**src/rtl/arith_pkg.sv**
```systemverilog
// ============================================================================
// Module      : arith_pkg
// Description : Shared types and constants for the serial arithmetic blocks.
// Revision    : 1.0 - initial release
// ============================================================================
`default_nettype none

package arith_pkg;

    // Default operand/result width of the serial subtractor
    localparam int SUB_W = 6;

    // Serial subtractor control states
    typedef enum logic [1:0] {
        IDLE  = 2'd0,
        SHIFT = 2'd1,
        DONE  = 2'd2
    } sub_state_t;

    // Bit-counter width for a given operand width (never narrower than one bit)
    function automatic int sub_cnt_w(input int w);
        return (w <= 2) ? 1 : $clog2(w);
    endfunction

    // Two's-complement overflow of a - b from the operand and result sign bits
    function automatic logic sub_ovf(input logic a_msb, input logic b_msb,
                                     input logic d_msb);
        return (a_msb != b_msb) && (d_msb != a_msb);
    endfunction

endpackage

`default_nettype wire

```
**src/rtl/sixbit_serial_sub_if.sv**
```systemverilog
// ============================================================================
// Module      : sixbit_serial_sub_if
// Description : Operand/result valid-ready bundle for the serial subtractor.
// Revision    : 1.0 - initial release
// ============================================================================
`default_nettype none

interface sixbit_serial_sub_if
    import arith_pkg::*;
#(
    parameter int WIDTH = SUB_W
);
    logic             in_valid;
    logic             in_ready;
    logic [WIDTH-1:0] a;
    logic [WIDTH-1:0] b;
    logic             out_valid;
    logic             out_ready;
    logic [WIDTH-1:0] diff;
    logic             borrow;
    logic             ovf;
    logic             zero;

    // Producer/consumer side of the subtractor
    modport master (
        output in_valid, a, b, out_ready,
        input  in_ready, out_valid, diff, borrow, ovf, zero
    );

    // Subtractor side
    modport slave (
        input  in_valid, a, b, out_ready,
        output in_ready, out_valid, diff, borrow, ovf, zero
    );
endinterface

`default_nettype wire

```
**src/rtl/full_subtractor.sv**
```systemverilog
// ============================================================================
// Module      : full_subtractor
// Description : One-bit full subtractor cell (a - b - bin).
// Revision    : 1.0 - initial release
// ============================================================================
`default_nettype none

module full_subtractor (
    input  wire logic a,
    input  wire logic b,
    input  wire logic bin,
    output logic      d,
    output logic      bout
);
    // Difference bit and borrow-out of a single bit position
    assign d    = a ^ b ^ bin;
    assign bout = (~a & b) | (~(a ^ b) & bin);
endmodule

`default_nettype wire

```
**src/rtl/sixbit_serial_sub.sv**
```systemverilog
// ============================================================================
// Module      : sixbit_serial_sub
// Description : Bit-serial LSB-first subtractor with borrow/overflow/zero flags
//               and valid/ready handshakes on operands and result.
// Revision    : 1.0 - initial release
// ============================================================================
`default_nettype none

module sixbit_serial_sub
    import arith_pkg::*;
#(
    parameter int WIDTH = SUB_W
) (
    input  wire logic         clk,
    input  wire logic         rst_n,
    sixbit_serial_sub_if.slave bus
);
    localparam int                 C_CNT_W    = sub_cnt_w(WIDTH);
    localparam logic [C_CNT_W-1:0] C_CNT_LAST = C_CNT_W'(WIDTH - 1);

    sub_state_t          r_state;
    logic [C_CNT_W-1:0]  r_cnt;
    logic                r_br;
    logic [WIDTH-1:0]    r_a_sh;
    logic [WIDTH-1:0]    r_b_sh;
    // Holds the upper WIDTH-1 result bits; the final bit arrives on the last cycle
    logic [WIDTH-2:0]    r_diff_sh;
    logic                r_a_msb;
    logic                r_b_msb;
    logic                r_in_ready;
    logic                r_out_valid;
    logic [WIDTH-1:0]    r_diff;
    logic                r_borrow;
    logic                r_ovf;
    logic                r_zero;

    logic                w_d;
    logic                w_bout;
    logic [WIDTH-1:0]    w_diff_full;

    // The single subtractor cell working on the current LSBs
    full_subtractor u_fs (
        .a    (r_a_sh[0]),
        .b    (r_b_sh[0]),
        .bin  (r_br),
        .d    (w_d),
        .bout (w_bout)
    );

    // Result with this cycle's difference bit inserted at the MSB
    assign w_diff_full = {w_d, r_diff_sh};

    // Control FSM, shift datapath, borrow flop and registered result flags
    always_ff @(posedge clk or negedge rst_n) begin
        if (!rst_n) begin
            r_state     <= IDLE;
            r_cnt       <= '0;
            r_br        <= 1'b0;
            r_a_sh      <= '0;
            r_b_sh      <= '0;
            r_diff_sh   <= '0;
            r_a_msb     <= 1'b0;
            r_b_msb     <= 1'b0;
            r_in_ready  <= 1'b1;
            r_out_valid <= 1'b0;
            r_diff      <= '0;
            r_borrow    <= 1'b0;
            r_ovf       <= 1'b0;
            r_zero      <= 1'b0;
        end else begin
            case (r_state)
                IDLE: begin
                    if (bus.in_valid) begin
                        r_a_sh     <= bus.a;
                        r_b_sh     <= bus.b;
                        r_a_msb    <= bus.a[WIDTH-1];
                        r_b_msb    <= bus.b[WIDTH-1];
                        r_br       <= 1'b0;
                        r_cnt      <= '0;
                        r_in_ready <= 1'b0;
                        r_state    <= SHIFT;
                    end
                end
                SHIFT: begin
                    r_br      <= w_bout;
                    r_diff_sh <= w_diff_full[WIDTH-1:1];
                    r_a_sh    <= {1'b0, r_a_sh[WIDTH-1:1]};
                    r_b_sh    <= {1'b0, r_b_sh[WIDTH-1:1]};
                    r_cnt     <= r_cnt + 1'b1;
                    if (r_cnt == C_CNT_LAST) begin
                        r_diff      <= w_diff_full;
                        r_borrow    <= w_bout;
                        r_ovf       <= sub_ovf(r_a_msb, r_b_msb, w_d);
                        r_zero      <= ~|w_diff_full;
                        r_out_valid <= 1'b1;
                        r_state     <= DONE;
                    end
                end
                DONE: begin
                    if (bus.out_ready) begin
                        r_out_valid <= 1'b0;
                        r_in_ready  <= 1'b1;
                        r_state     <= IDLE;
                    end
                end
                default: begin
                    r_out_valid <= 1'b0;
                    r_in_ready  <= 1'b1;
                    r_state     <= IDLE;
                end
            endcase
        end
    end

    assign bus.in_ready  = r_in_ready;
    assign bus.out_valid = r_out_valid;
    assign bus.diff      = r_diff;
    assign bus.borrow    = r_borrow;
    assign bus.ovf       = r_ovf;
    assign bus.zero      = r_zero;
endmodule

`default_nettype wire

```
**src/flat_wrapper.sv**
```systemverilog
// flat-port wrapper written by rule: the top's interface ports become plain ports
module sixbit_serial_sub_flat import arith_pkg::*;
#(
    parameter int WIDTH = SUB_W
)
  (clk, rst_n, bus_in_valid, bus_a, bus_b, bus_out_ready, bus_in_ready, bus_out_valid, bus_diff, bus_borrow, bus_ovf, bus_zero);
  sixbit_serial_sub_if #(.WIDTH(WIDTH)) bus_i ();
  input  wire logic clk;
  input  wire logic rst_n;
  input wire logic [$bits(bus_i.in_valid)-1:0] bus_in_valid;
  input wire logic [$bits(bus_i.a)-1:0] bus_a;
  input wire logic [$bits(bus_i.b)-1:0] bus_b;
  input wire logic [$bits(bus_i.out_ready)-1:0] bus_out_ready;
  output wire logic [$bits(bus_i.in_ready)-1:0] bus_in_ready;
  output wire logic [$bits(bus_i.out_valid)-1:0] bus_out_valid;
  output wire logic [$bits(bus_i.diff)-1:0] bus_diff;
  output wire logic [$bits(bus_i.borrow)-1:0] bus_borrow;
  output wire logic [$bits(bus_i.ovf)-1:0] bus_ovf;
  output wire logic [$bits(bus_i.zero)-1:0] bus_zero;
  assign bus_i.in_valid = bus_in_valid;
  assign bus_i.a = bus_a;
  assign bus_i.b = bus_b;
  assign bus_i.out_ready = bus_out_ready;
  assign bus_in_ready = bus_i.in_ready;
  assign bus_out_valid = bus_i.out_valid;
  assign bus_diff = bus_i.diff;
  assign bus_borrow = bus_i.borrow;
  assign bus_ovf = bus_i.ovf;
  assign bus_zero = bus_i.zero;
  sixbit_serial_sub #(.WIDTH(WIDTH)) u_core (.clk(clk), .rst_n(rst_n), .bus(bus_i));
endmodule
```
**config.mk**
```make
export PLATFORM = sky130hd
export DESIGN_NAME = sixbit_serial_sub_flat
export DESIGN_NICKNAME = d
export VERILOG_FILES = /design/src/rtl/arith_pkg.sv /design/src/rtl/sixbit_serial_sub_if.sv /design/src/rtl/full_subtractor.sv /design/src/rtl/sixbit_serial_sub.sv /design/src/flat_wrapper.sv
export SDC_FILE = /design/constraint.sdc
export NUM_CORES = 1
export LEC_CHECK = 0
export ABC_AREA = 1
export CORE_ASPECT_RATIO = 1.75
export CORE_MARGIN = 2
export CORE_UTILIZATION = 52
export CTS_CLUSTER_SIZE = 30
export DETAILED_ROUTE_END_ITERATION = 8
export PLACE_DENSITY_LB_ADDON = 0.12
export SETUP_SLACK_MARGIN = 0.2
export SLEW_MARGIN = 20
export SYNTH_ARGS = -nofsm -noshare
export SYNTH_HDL_FRONTEND = slang
export SYNTH_SLANG_ARGS = --single-unit
```
**constraint.sdc**
```tcl
create_clock -name clk -period 1.6 [get_ports clk]
set_clock_uncertainty 0.15 [all_clocks]
set_input_delay 0.32 -clock clk [delete_from_list [all_inputs] [get_ports clk]]
set_output_delay 0.32 -clock clk [all_outputs]
set_load 0.02 [all_outputs]
```
==> reports/metrics.sh, run 1 <==
RUN_STATUS='completed'
YOSYSMOSTFREQUENTCELL='sky130_fd_sc_hd__nand2_1'
TIMING.RR.END='u_core.bus.ovf'
VIAS_PER_CELL=4.951
SYNTH.NET_COUNT=207
SYN_TO_FINAL_GROWTH_PCT=25.47
RSZ0062_AT_GRT='yes'
FINALWEIGHTEDCONGESTION=0.7831
FIRSTDRTPASSITERS=4
SYNTH_TOP_AREA_FRAC=0.5291
YS_SEQ_ELEMENTS=36
CRITICAL_PATH_PEAK_FANOUT=3
CLOCK_TREE_ROOT_BUFFER_CELL='sky130_fd_sc_hd__clkbuf_8'
POST-LAYOUT-TOTAL-POWER_mW=4.131
CLOCK_SINKS=36
FLOORPLAN.INITIALDENSITY=0.5326
CP_DATA_REQUIRED_TIME_NS=1.64
SYNTH-SEQ-AREA-SHARE=0.5450
TIMING_HOLD_VIOLATIONS_FINAL=0
POST-SYNTH-TOP-AREA-CELL='sky130_fd_sc_hd__dfrtp_1'
TIMING_WORST_SLEW_PIN_VALUE_NS=0.2609
OVERFLOW=0
H_TREE_LEVELS=2
FP-ROW-COUNT=27
INITIAL_ANTENNA_VIOLATION_COUNT=0
IO_PINS=27
CLOCK_PATH_BUFFERS=2
TRITONCTS='done'
DIE-WIDTH_UM=46.65
REG_CLK_SLEW_REPORTED_PATHS_NS=0.07
ANTENNADIODECOUNT=0
SYNTH_CELL_TYPES=22
PORT_BUFFERS=26
MIN-DELAY-PATH-CLASS='input pin to asynchronous set/reset pin'
CRITPATHLAUNCHTYPE='flop'
FIN_CRIT_SH=0.9565
DRIVE_ABOVE_1_SHARE=0.2098
WORST_SETUP_PATH_STARTPOINT='u_core.r_br'
DIEHEIGHT_UM=78.64
GRT.TOTAL_USAGE=0.2161
FINAL_NUMBER_OF_SETUP_VIOLATING_ENDPOINTS=0
CRIT_PATH_END='u_core.bus.ovf'
NUMBER_OF_FLOPS_MAPPED_TO_ENABLE_CELLS_BY_YOSYS=0
POSTCTSHOLDBUFS=0
PLACE.DETAILED.HPWL_MM=2.344
R2R_SLACK_NS=0.07
ROUTE.TOP_LAYER_USED='met4'
FINISH.UTILIZATION=0.6683
NUMBER_OF_VIOLATIONS_REPORTED_AT_THE_END_OF_DETAILED_ROUTING_ITERATION_0=34
FINAL.FILL_COUNT=285
WORST-SETUP-PATH-TYPE='flop to flop'
CLOCK_INSERTION_DELAY_WORST_SKEW_NS=0.29
FP.DIEAREA_UM2=3669
R2R.WORST_PATH.CELLS=7
POST-ROUTE-MIN-PERIOD_NS=1.530
PIN_COUNT_OF_THE_BIGGEST_NET_ENTERING_GLOBAL_ROUTING=37
POWER.DENSITY_nW_PER_UM2=1989
LEAKAGEPOWER_nW=1.063
CP_DATA_ARRIVAL_TIME_NS=1.57
POST_SYNTH_INST_COUNT=188
WL_MET3_UM=134
DETAIL-ROUTE-ANTENNA-NETS=0
CTS_INSERTED_BUFFERS=5
GRT_FIRST_PASS_WIRELENGTH_MM=5.664
MAX_CAP_VIOLATIONS=0
CORE_UM2=3108
ROUTED-WL-MET2_MM=1.853
SYNTH_COMMON_CELLS='sky130_fd_sc_hd__nand2_1 (80), sky130_fd_sc_hd__dfrtp_1 (35), sky130_fd_sc_hd__o21ai_0 (15), sky130_fd_sc_hd__inv_1 (14), sky130_fd_sc_hd__nand3_1 (13)'
CRIT-REG2REG-LAUNCH='u_core.r_br'
SYNTH.CELL_AREA_UM2=1655
ROUTED_WIRELENGTH_MM=3.376
SETUP.WORST_PATH.END_CLASS='flop'
DR_TOTAL_VIAS=1322
AVGROUTEDWIREPERCELL_UM=12.64
SYNTHESIS.AREA_PER_INSTANCE_UM2=8.805
GRT_PASS1_VIAS=1355
MAXIMUM_CLOCK_FREQUENCY_MHz=653.4
RELSLEWSLACK=0.8242
POST-ROUTE-DRC-COUNT=0
SYNTH.YOSYS.WARNINGS=0
TIMING.FINAL.MAX_SLEW_VIOLATIONS=0
YS_ASYNC_SR_FRACTION=1.000
SYNTH-MAIN-FF-CELL='sky130_fd_sc_hd__dfrtp_1'
FINAL_NETS=242
ROUTE.LAYER.MET1.WL_MM=1.312
SYNTH.AREA.TOP_CELLS='sky130_fd_sc_hd__dfrtp_1 (53%), sky130_fd_sc_hd__nand2_1 (18%), sky130_fd_sc_hd__o21ai_0 (4.5%)'
IRDROPWORSTVDD_mV=1.489
==> flip-flops by register name (all words and copies together), names as in the netlist <==
| name | count |
|---|---|
| u_core.bus.borrow | 1 |
| u_core.bus.diff | 6 |
| u_core.bus.in_ready | 1 |
| u_core.bus.out_valid | 1 |
| u_core.bus.ovf | 1 |
| u_core.bus.zero | 1 |
| u_core.r_a_msb | 1 |
| u_core.r_a_sh | 6 |
| u_core.r_b_msb | 1 |
| u_core.r_b_sh | 6 |
| u_core.r_br | 1 |
| u_core.r_cnt | 3 |
| u_core.r_diff_sh | 5 |
| u_core.r_state | 2 |
==> power by group <==
part	leakage, nW	total (mW)	switching [mW]	internal (mW)
Clock	0.0515	0.708	0.315	0.393
Sequential	0.457	1.61	0.296	1.31
Combinational	0.554	1.82	1.07	0.747
==> placed cells by master, fill, tap and decap left out <==
master,netlist,final
sky130_fd_sc_hd__nand2_1,80,80
sky130_fd_sc_hd__dfrtp_1,35,34
sky130_fd_sc_hd__clkdlybuf4s50_1,0,15
sky130_fd_sc_hd__o21ai_0,15,14
sky130_fd_sc_hd__nand3_1,13,12
sky130_fd_sc_hd__inv_1,14,11
sky130_fd_sc_hd__buf_2,3,10
sky130_fd_sc_hd__o21ai_2,6,7
sky130_fd_sc_hd__clkbuf_8,0,7
sky130_fd_sc_hd__buf_4,1,7
sky130_fd_sc_hd__inv_2,2,5
sky130_fd_sc_hd__nor2_1,3,3
sky130_fd_sc_hd__nand3b_1,2,2
sky130_fd_sc_hd__buf_12,0,2
sky130_fd_sc_hd__nand2_4,0,1
sky130_fd_sc_hd__o21ai_4,1,1
sky130_fd_sc_hd__nand3_2,0,1
sky130_fd_sc_hd__o21ai_1,1,1
sky130_fd_sc_hd__nand4_4,1,1
sky130_fd_sc_hd__xnor2_1,1,1
sky130_fd_sc_hd__a21boi_0,1,1
sky130_fd_sc_hd__o31ai_1,1,1
sky130_fd_sc_hd__fa_2,0,1
sky130_fd_sc_hd__ha_2,0,1
sky130_fd_sc_hd__ha_1,2,1
sky130_fd_sc_hd__clkbuf_1,0,1
sky130_fd_sc_hd__buf_6,3,1
sky130_fd_sc_hd__dfstp_2,1,1
sky130_fd_sc_hd__dfrtp_2,0,1
==> kinds of logic (layout without fill, tap and decap cells) <==
| family | after synthesis | count (layout) | share of synthesized area |
|---|---|---|---|
| AO/OA/AOI/OAI | 25 | 25 | 0.09902 |
| AND/OR/NAND/NOR | 100 | 100 | 0.2532 |
| adder cells (fa/ha/maj) | 3 | 3 | 0.02721 |
| XOR/XNOR | 1 | 1 | 0.005292 |
| flip-flops | 36 | 36 | 0.5450 |
| buffers and inverters | 23 | 59 | 0.07029 |
==> worst max-delay path: stages, from the launching register on <==
cell,delay (ns)
sky130_fd_sc_hd__dfrtp_1,0.36
sky130_fd_sc_hd__inv_2,0.05
sky130_fd_sc_hd__fa_2,0.60
sky130_fd_sc_hd__inv_2,0.06
sky130_fd_sc_hd__nand3b_1,0.07
sky130_fd_sc_hd__nand2_1,0.05
sky130_fd_sc_hd__nand2_1,0.05
sky130_fd_sc_hd__nand2_1,0.04
==> worst min-delay path by stage <==
stage	start	to	slack, ns	depth (start not counted)
after floorplan	rst_n	u_core.bus.borrow	-0.13	0
after global placement	u_core.r_a_sh[1]	u_core.r_a_sh[1]	0.31	2
after detailed placement	u_core.r_b_sh[0]	u_core.r_b_sh[0]	0.31	2
after CTS	rst_n	u_core.bus.diff[2]	0.25	2
after global routing	rst_n	u_core.bus.diff[2]	0.27	2
final	rst_n	u_core.bus.diff[2]	0.25	2
==> final cells by class <==
type / instances / area, um2 / area share
sequential: 36 / 903.4 / 0.4349
multi-input combinational: 129 / 655.6 / 0.3157
timing repair buffer: 35 / 304.0 / 0.1464
clock buffer: 8 / 100.1 / 0.04819
inverter: 16 / 60.06 / 0.02892
tap: 43 / 53.80 / 0.02590
==> per-layer routing <==
layer	vias up	track usage
met1	630	0.2152
li1	656	-
met5	-	0
met4	0	0.1111
met2	30	0.3833
met3	6	0.05517
==> stage by stage <==
stage	instances	cell area, um2	setup TNS [ns]	setup slack, ns	hold WS, ns
floorplan	188	1655	0	0.1395	-0.1256
finish	267	2077	0	0.06960	0.2489
global placement	254	1968	0	0.03528	0.3118
detailed placement	254	1968	-0.02361	-0.01715	0.3150
global route	267	2077	0	0.009371	0.2746
CTS	266	2054	0	0.06585	0.2544
==> timing repair <==
item                                    in CTS  in global routing
pin swaps                                    4                  2
endpoints found under the setup margin      41                 33
setup buffers                                4                  1
gates resized for setup                     45                 10
Power figures use the tool's default switching activity.
==> inputs of run 2 (changes only) <==
--- a/config.mk
+++ b/config.mk
@@ -11,6 +11,7 @@
 export CORE_UTILIZATION = 52
 export CTS_CLUSTER_SIZE = 30
 export DETAILED_ROUTE_END_ITERATION = 8
+export HOLD_SLACK_MARGIN = 0.15
 export PLACE_DENSITY_LB_ADDON = 0.12
 export SETUP_SLACK_MARGIN = 0.2
 export SLEW_MARGIN = 20
==> results of run 2 <==
The final DEF is identical to that of run 1; final timing and power are the same.
==> inputs of run 3 (changes only) <==
--- a/config.mk
+++ b/config.mk
@@ -6,7 +6,7 @@
 export NUM_CORES = 1
 export LEC_CHECK = 0
 export ABC_AREA = 1
-export CORE_ASPECT_RATIO = 1.75
+export CAP_MARGIN = 0
 export CORE_MARGIN = 2
 export CORE_UTILIZATION = 52
 export CTS_CLUSTER_SIZE = 30
@@ -14,7 +14,7 @@
 export HOLD_SLACK_MARGIN = 0.15
 export PLACE_DENSITY_LB_ADDON = 0.12
 export SETUP_SLACK_MARGIN = 0.2
-export SLEW_MARGIN = 20
+export SLEW_MARGIN = 30
 export SYNTH_ARGS = -nofsm -noshare
 export SYNTH_HDL_FRONTEND = slang
 export SYNTH_SLANG_ARGS = --single-unit
==> reports/metrics.sh, run 3 (synthesis gave the netlist of run 1 again) <==
RUN_STATUS='completed'
POWER.INTERNAL_mW=2.604  # +6.2%
CRITICAL-PATH-TOP-DELAY-FAMILY='adder cells'
TRITONCTS='done'
TIMING_WORST_SLEW_PIN_VALUE_NS=0.2868  # +0.02590 ns
CRITICAL_PATH.MAX_STAGE_DELAY_NS=0.59  # about the same
DIEHEIGHT_UM=60.42  # -23%
R2R.WORST_PATH.CELLS=7  # unchanged
POST-ROUTE-DRC-COUNT=0  # unchanged
POST-ROUTE-CELL-AREA_UM2=2162  # +4.1%
MAX_CAP_VIOLATIONS=0  # unchanged
STDCELL_COUNT=274  # +2.6%
PIN_COUNT_OF_THE_BIGGEST_NET_ENTERING_GLOBAL_ROUTING=37  # unchanged
P_COMB_FRAC=0.455  # +0.015
FP.DIEAREA_UM2=3651  # -0.49%
PORT_BUFFERS=26  # unchanged
WORST_SETUP_PATH_STARTPOINT='u_core.r_br'
CRITICAL_PATH_PEAK_FANOUT=3  # unchanged
AVGROUTEDWIREPERCELL_UM=11.61  # -8.2%
POWER.DENSITY_nW_PER_UM2=1982  # -0.37%
PLACE.DETAILED.HPWL_MM=2.106  # -10%
VIAS_PER_CELL=4.901  # -1.0%
ANTENNADIODECOUNT=0  # unchanged
GRT_PASS1_VIAS=1231  # -9.2%
TIMING_HOLD_VIOLATIONS_FINAL=0  # unchanged
CRIT_PATH_END='u_core.bus.ovf'
ROUTED_WIRELENGTH_MM=3.182  # -5.7%
RSZ0062_AT_GRT='yes'
SWITCHING_SHARE=0.3922  # -0.01425
CP.BUFFERS_INVERTERS=2  # unchanged
CORE_UM2=3053  # -1.8%
POWER_SWITCHING_mW=1.680  # about the same
CRIT-REG2REG-LAUNCH='u_core.r_br'
TIMING.RR.END='u_core.bus.ovf'
TIMING.CRITICAL_PATH.DEPTH=7  # unchanged
CP_DATA_REQUIRED_TIME_NS=1.69  # +0.05 ns
DP.CELLS=257  # +1.2%
NUMBER_OF_VIOLATIONS_REPORTED_AT_THE_END_OF_DETAILED_ROUTING_ITERATION_0=81  # +140%
DIE-WIDTH_UM=60.42  # +30%
COMMONEST_NON_FILL_NON_TAP_CELL_IN_THE_LAYOUT='sky130_fd_sc_hd__nand2_1'
IRDROPWORSTVDD_mV=1.212  # -19%
SYN_TO_FINAL_GROWTH_PCT=30.61
H_TREE_LEVELS=2  # unchanged
TIMING.FINAL.MAX_SLEW_VIOLATIONS=0  # unchanged
FIN_CRIT_SH=0.9550  # -0.001542
CTS_INSERTED_BUFFERS=5  # unchanged
CRIT_PATH_FREQUENT_CELL='sky130_fd_sc_hd__nand2_1'
POST-LAYOUT-TOTAL-POWER_mW=4.284  # +3.7%
MAXIMUM_CLOCK_FREQUENCY_MHz=654.5  # +0.16%
PLACEMENT.CELL_AREA_UM2=1972  # +0.19%
MIN-DELAY-PATH-CLASS='input pin to asynchronous set/reset pin'
CP_DATA_ARRIVAL_TIME_NS=1.61  # +0.04 ns
POWER.SHARE.CLOCK=0.166  # -0.005
PWR-SHARE-SEQ=0.379  # -0.010
FINAL.FILL_COUNT=268  # -6.0%
POST-ROUTE-MIN-PERIOD_NS=1.528  # -0.002467 ns
CRITPATHSLOWESTCELL='sky130_fd_sc_hd__fa_1'
DETAIL-ROUTE-ANTENNA-NETS=0  # unchanged
FIRSTDRTPASSITERS=4  # unchanged
CLOCK_TREE_ROOT_BUFFER_CELL='sky130_fd_sc_hd__clkbuf_4'
GRT.TOTAL_USAGE=0.1951  # -0.02100
CLOCK_PATH_BUFFERS=2  # unchanged
INITIAL_ANTENNA_VIOLATION_COUNT=0  # unchanged
RELSLEWSLACK=0.8088  # -0.01543
CLOCK_SINKS=36  # unchanged
FINISH.UTILIZATION=0.7082  # +0.03992
DR_TOTAL_VIAS=1343  # +1.6%
CRITPATHLAUNCHTYPE='flop'
DRIVE_ABOVE_1_SHARE=0.2304  # +0.02061
GRT_FIRST_PASS_WIRELENGTH_MM=5.292  # -6.6%
TOP_LIBRARY_CELLS_BY_USAGE_IN_THE_LAYOUT_FILL_AND_TAPS_ASIDE='sky130_fd_sc_hd__nand2_1 (80), sky130_fd_sc_hd__dfrtp_1 (34), sky130_fd_sc_hd__clkdlybuf4s50_1 (15)'
REG_CLK_SLEW_REPORTED_PATHS_NS=0.11  # +0.04 ns
CLOCK_INSERTION_DELAY_WORST_SKEW_NS=0.33  # +0.04 ns
OVERFLOW=0  # unchanged
FINALWEIGHTEDCONGESTION=0.7788  # -0.55%
CRIT_CHAIN='inv_2 -> fa_1 -> inv_2 -> nand3b_1 -> nand2_1 -> nand2_1 -> nand2_1'
FLOORPLAN.INITIALDENSITY=0.5422  # +0.009604
FP-ROW-COUNT=20  # -26%
SETUP.WORST_PATH.END_CLASS='flop'
LEAKAGEPOWER_nW=1.107  # +4.1%
IO_PINS=27  # unchanged
FINAL_NUMBER_OF_SETUP_VIOLATING_ENDPOINTS=0  # unchanged
WORST-SETUP-PATH-TYPE='flop to flop'
FINAL_NETS=248  # +2.5%
R2R_SLACK_NS=0.07  # about the same
run 3: cell count changes in the layout (fill, tap and decap cells not counted), moves of 4 or more:
cell,delta
sky130_fd_sc_hd__clkbuf_8,-5
sky130_fd_sc_hd__buf_6,+4
sky130_fd_sc_hd__clkbuf_4,+5
sky130_fd_sc_hd__buf_4,+6
sky130_fd_sc_hd__buf_2,-4
run 3: cell type report:
| class | instances | area [um2] | area share |
|---|---|---|---|
| clock buffer | 7 | 65.06 | 0.03009 |
| clock inverter | 1 | 30.03 | 0.01389 |
| inverter | 16 | 62.56 | 0.02894 |
| multi-input combinational | 129 | 671.9 | 0.3108 |
| sequential | 36 | 903.4 | 0.4178 |
| tap | 44 | 55.05 | 0.02546 |
| timing repair buffer | 41 | 374.1 | 0.1730 |
run 3: what timing repair did:
action / CTS / global route
hold buffers: 0 / 0
setup buffers: 4 / 5
resized for setup: 49 / 17
pin swaps: 4 / 2
endpoints found under the setup margin: 39 / 22
run 3: routing by layer:
| metal | routed length, um | GRT usage | share of wire | vias to the layer above |
|---|---|---|---|---|
| met1 | 1443 | 0.2629 | 0.45 | 632 |
| met2 | 1513 | 0.3043 | 0.48 | 34 |
| li1 | - | - | - | 671 |
| met4 | 47 | 0.05590 | 0.015 | 0 |
| met5 | 0 | 0 | 0 | - |
| met3 | 178 | 0.06610 | 0.056 | 6 |
run 3: per-stage QoR:
| stage | TNS, ns | hold slack (ns) | setup slack [ns] |
|---|---|---|---|
| global route | -0.02714 | 0.1910 | -0.02714 |
| detailed placement | 0 | 0.3166 | 0.01973 |
| finish | 0 | 0.1875 | 0.07207 |
| floorplan | 0 | -0.1256 | 0.1395 |
| global placement | 0 | 0.3114 | 0.02761 |
| CTS | 0 | 0.1937 | 0.04605 |
run 3: worst min-delay path by stage:
| stage | from | depth (start not counted) | slack (ns) | end |
|---|---|---|---|---|
| finish | rst_n | 2 | 0.19 | u_core.bus.diff[0] |
| global route | rst_n | 2 | 0.19 | u_core.r_diff_sh[3] |
| CTS | rst_n | 2 | 0.19 | u_core.bus.diff[4] |
| detailed placement | u_core.r_b_sh[1] | 2 | 0.32 | u_core.r_b_sh[1] |
| global placement | u_core.bus.diff[0] | 2 | 0.31 | u_core.bus.diff[0] |
| floorplan | rst_n | 0 | -0.13 | u_core.bus.borrow |
run 3: power groups by stage:
stage / Sequential (mW) / Combinational, mW / Clock, mW
2_1_floorplan: 1.65 / 1.13 / 0
3_3_place_gp: 1.58 / 1.67 / 0
3_5_place_dp: 1.60 / 1.72 / 0
4_1_cts: 1.59 / 1.77 / 0.726
5_1_grt: 1.67 / 2.22 / 0.760
6_report: 1.62 / 1.95 / 0.710
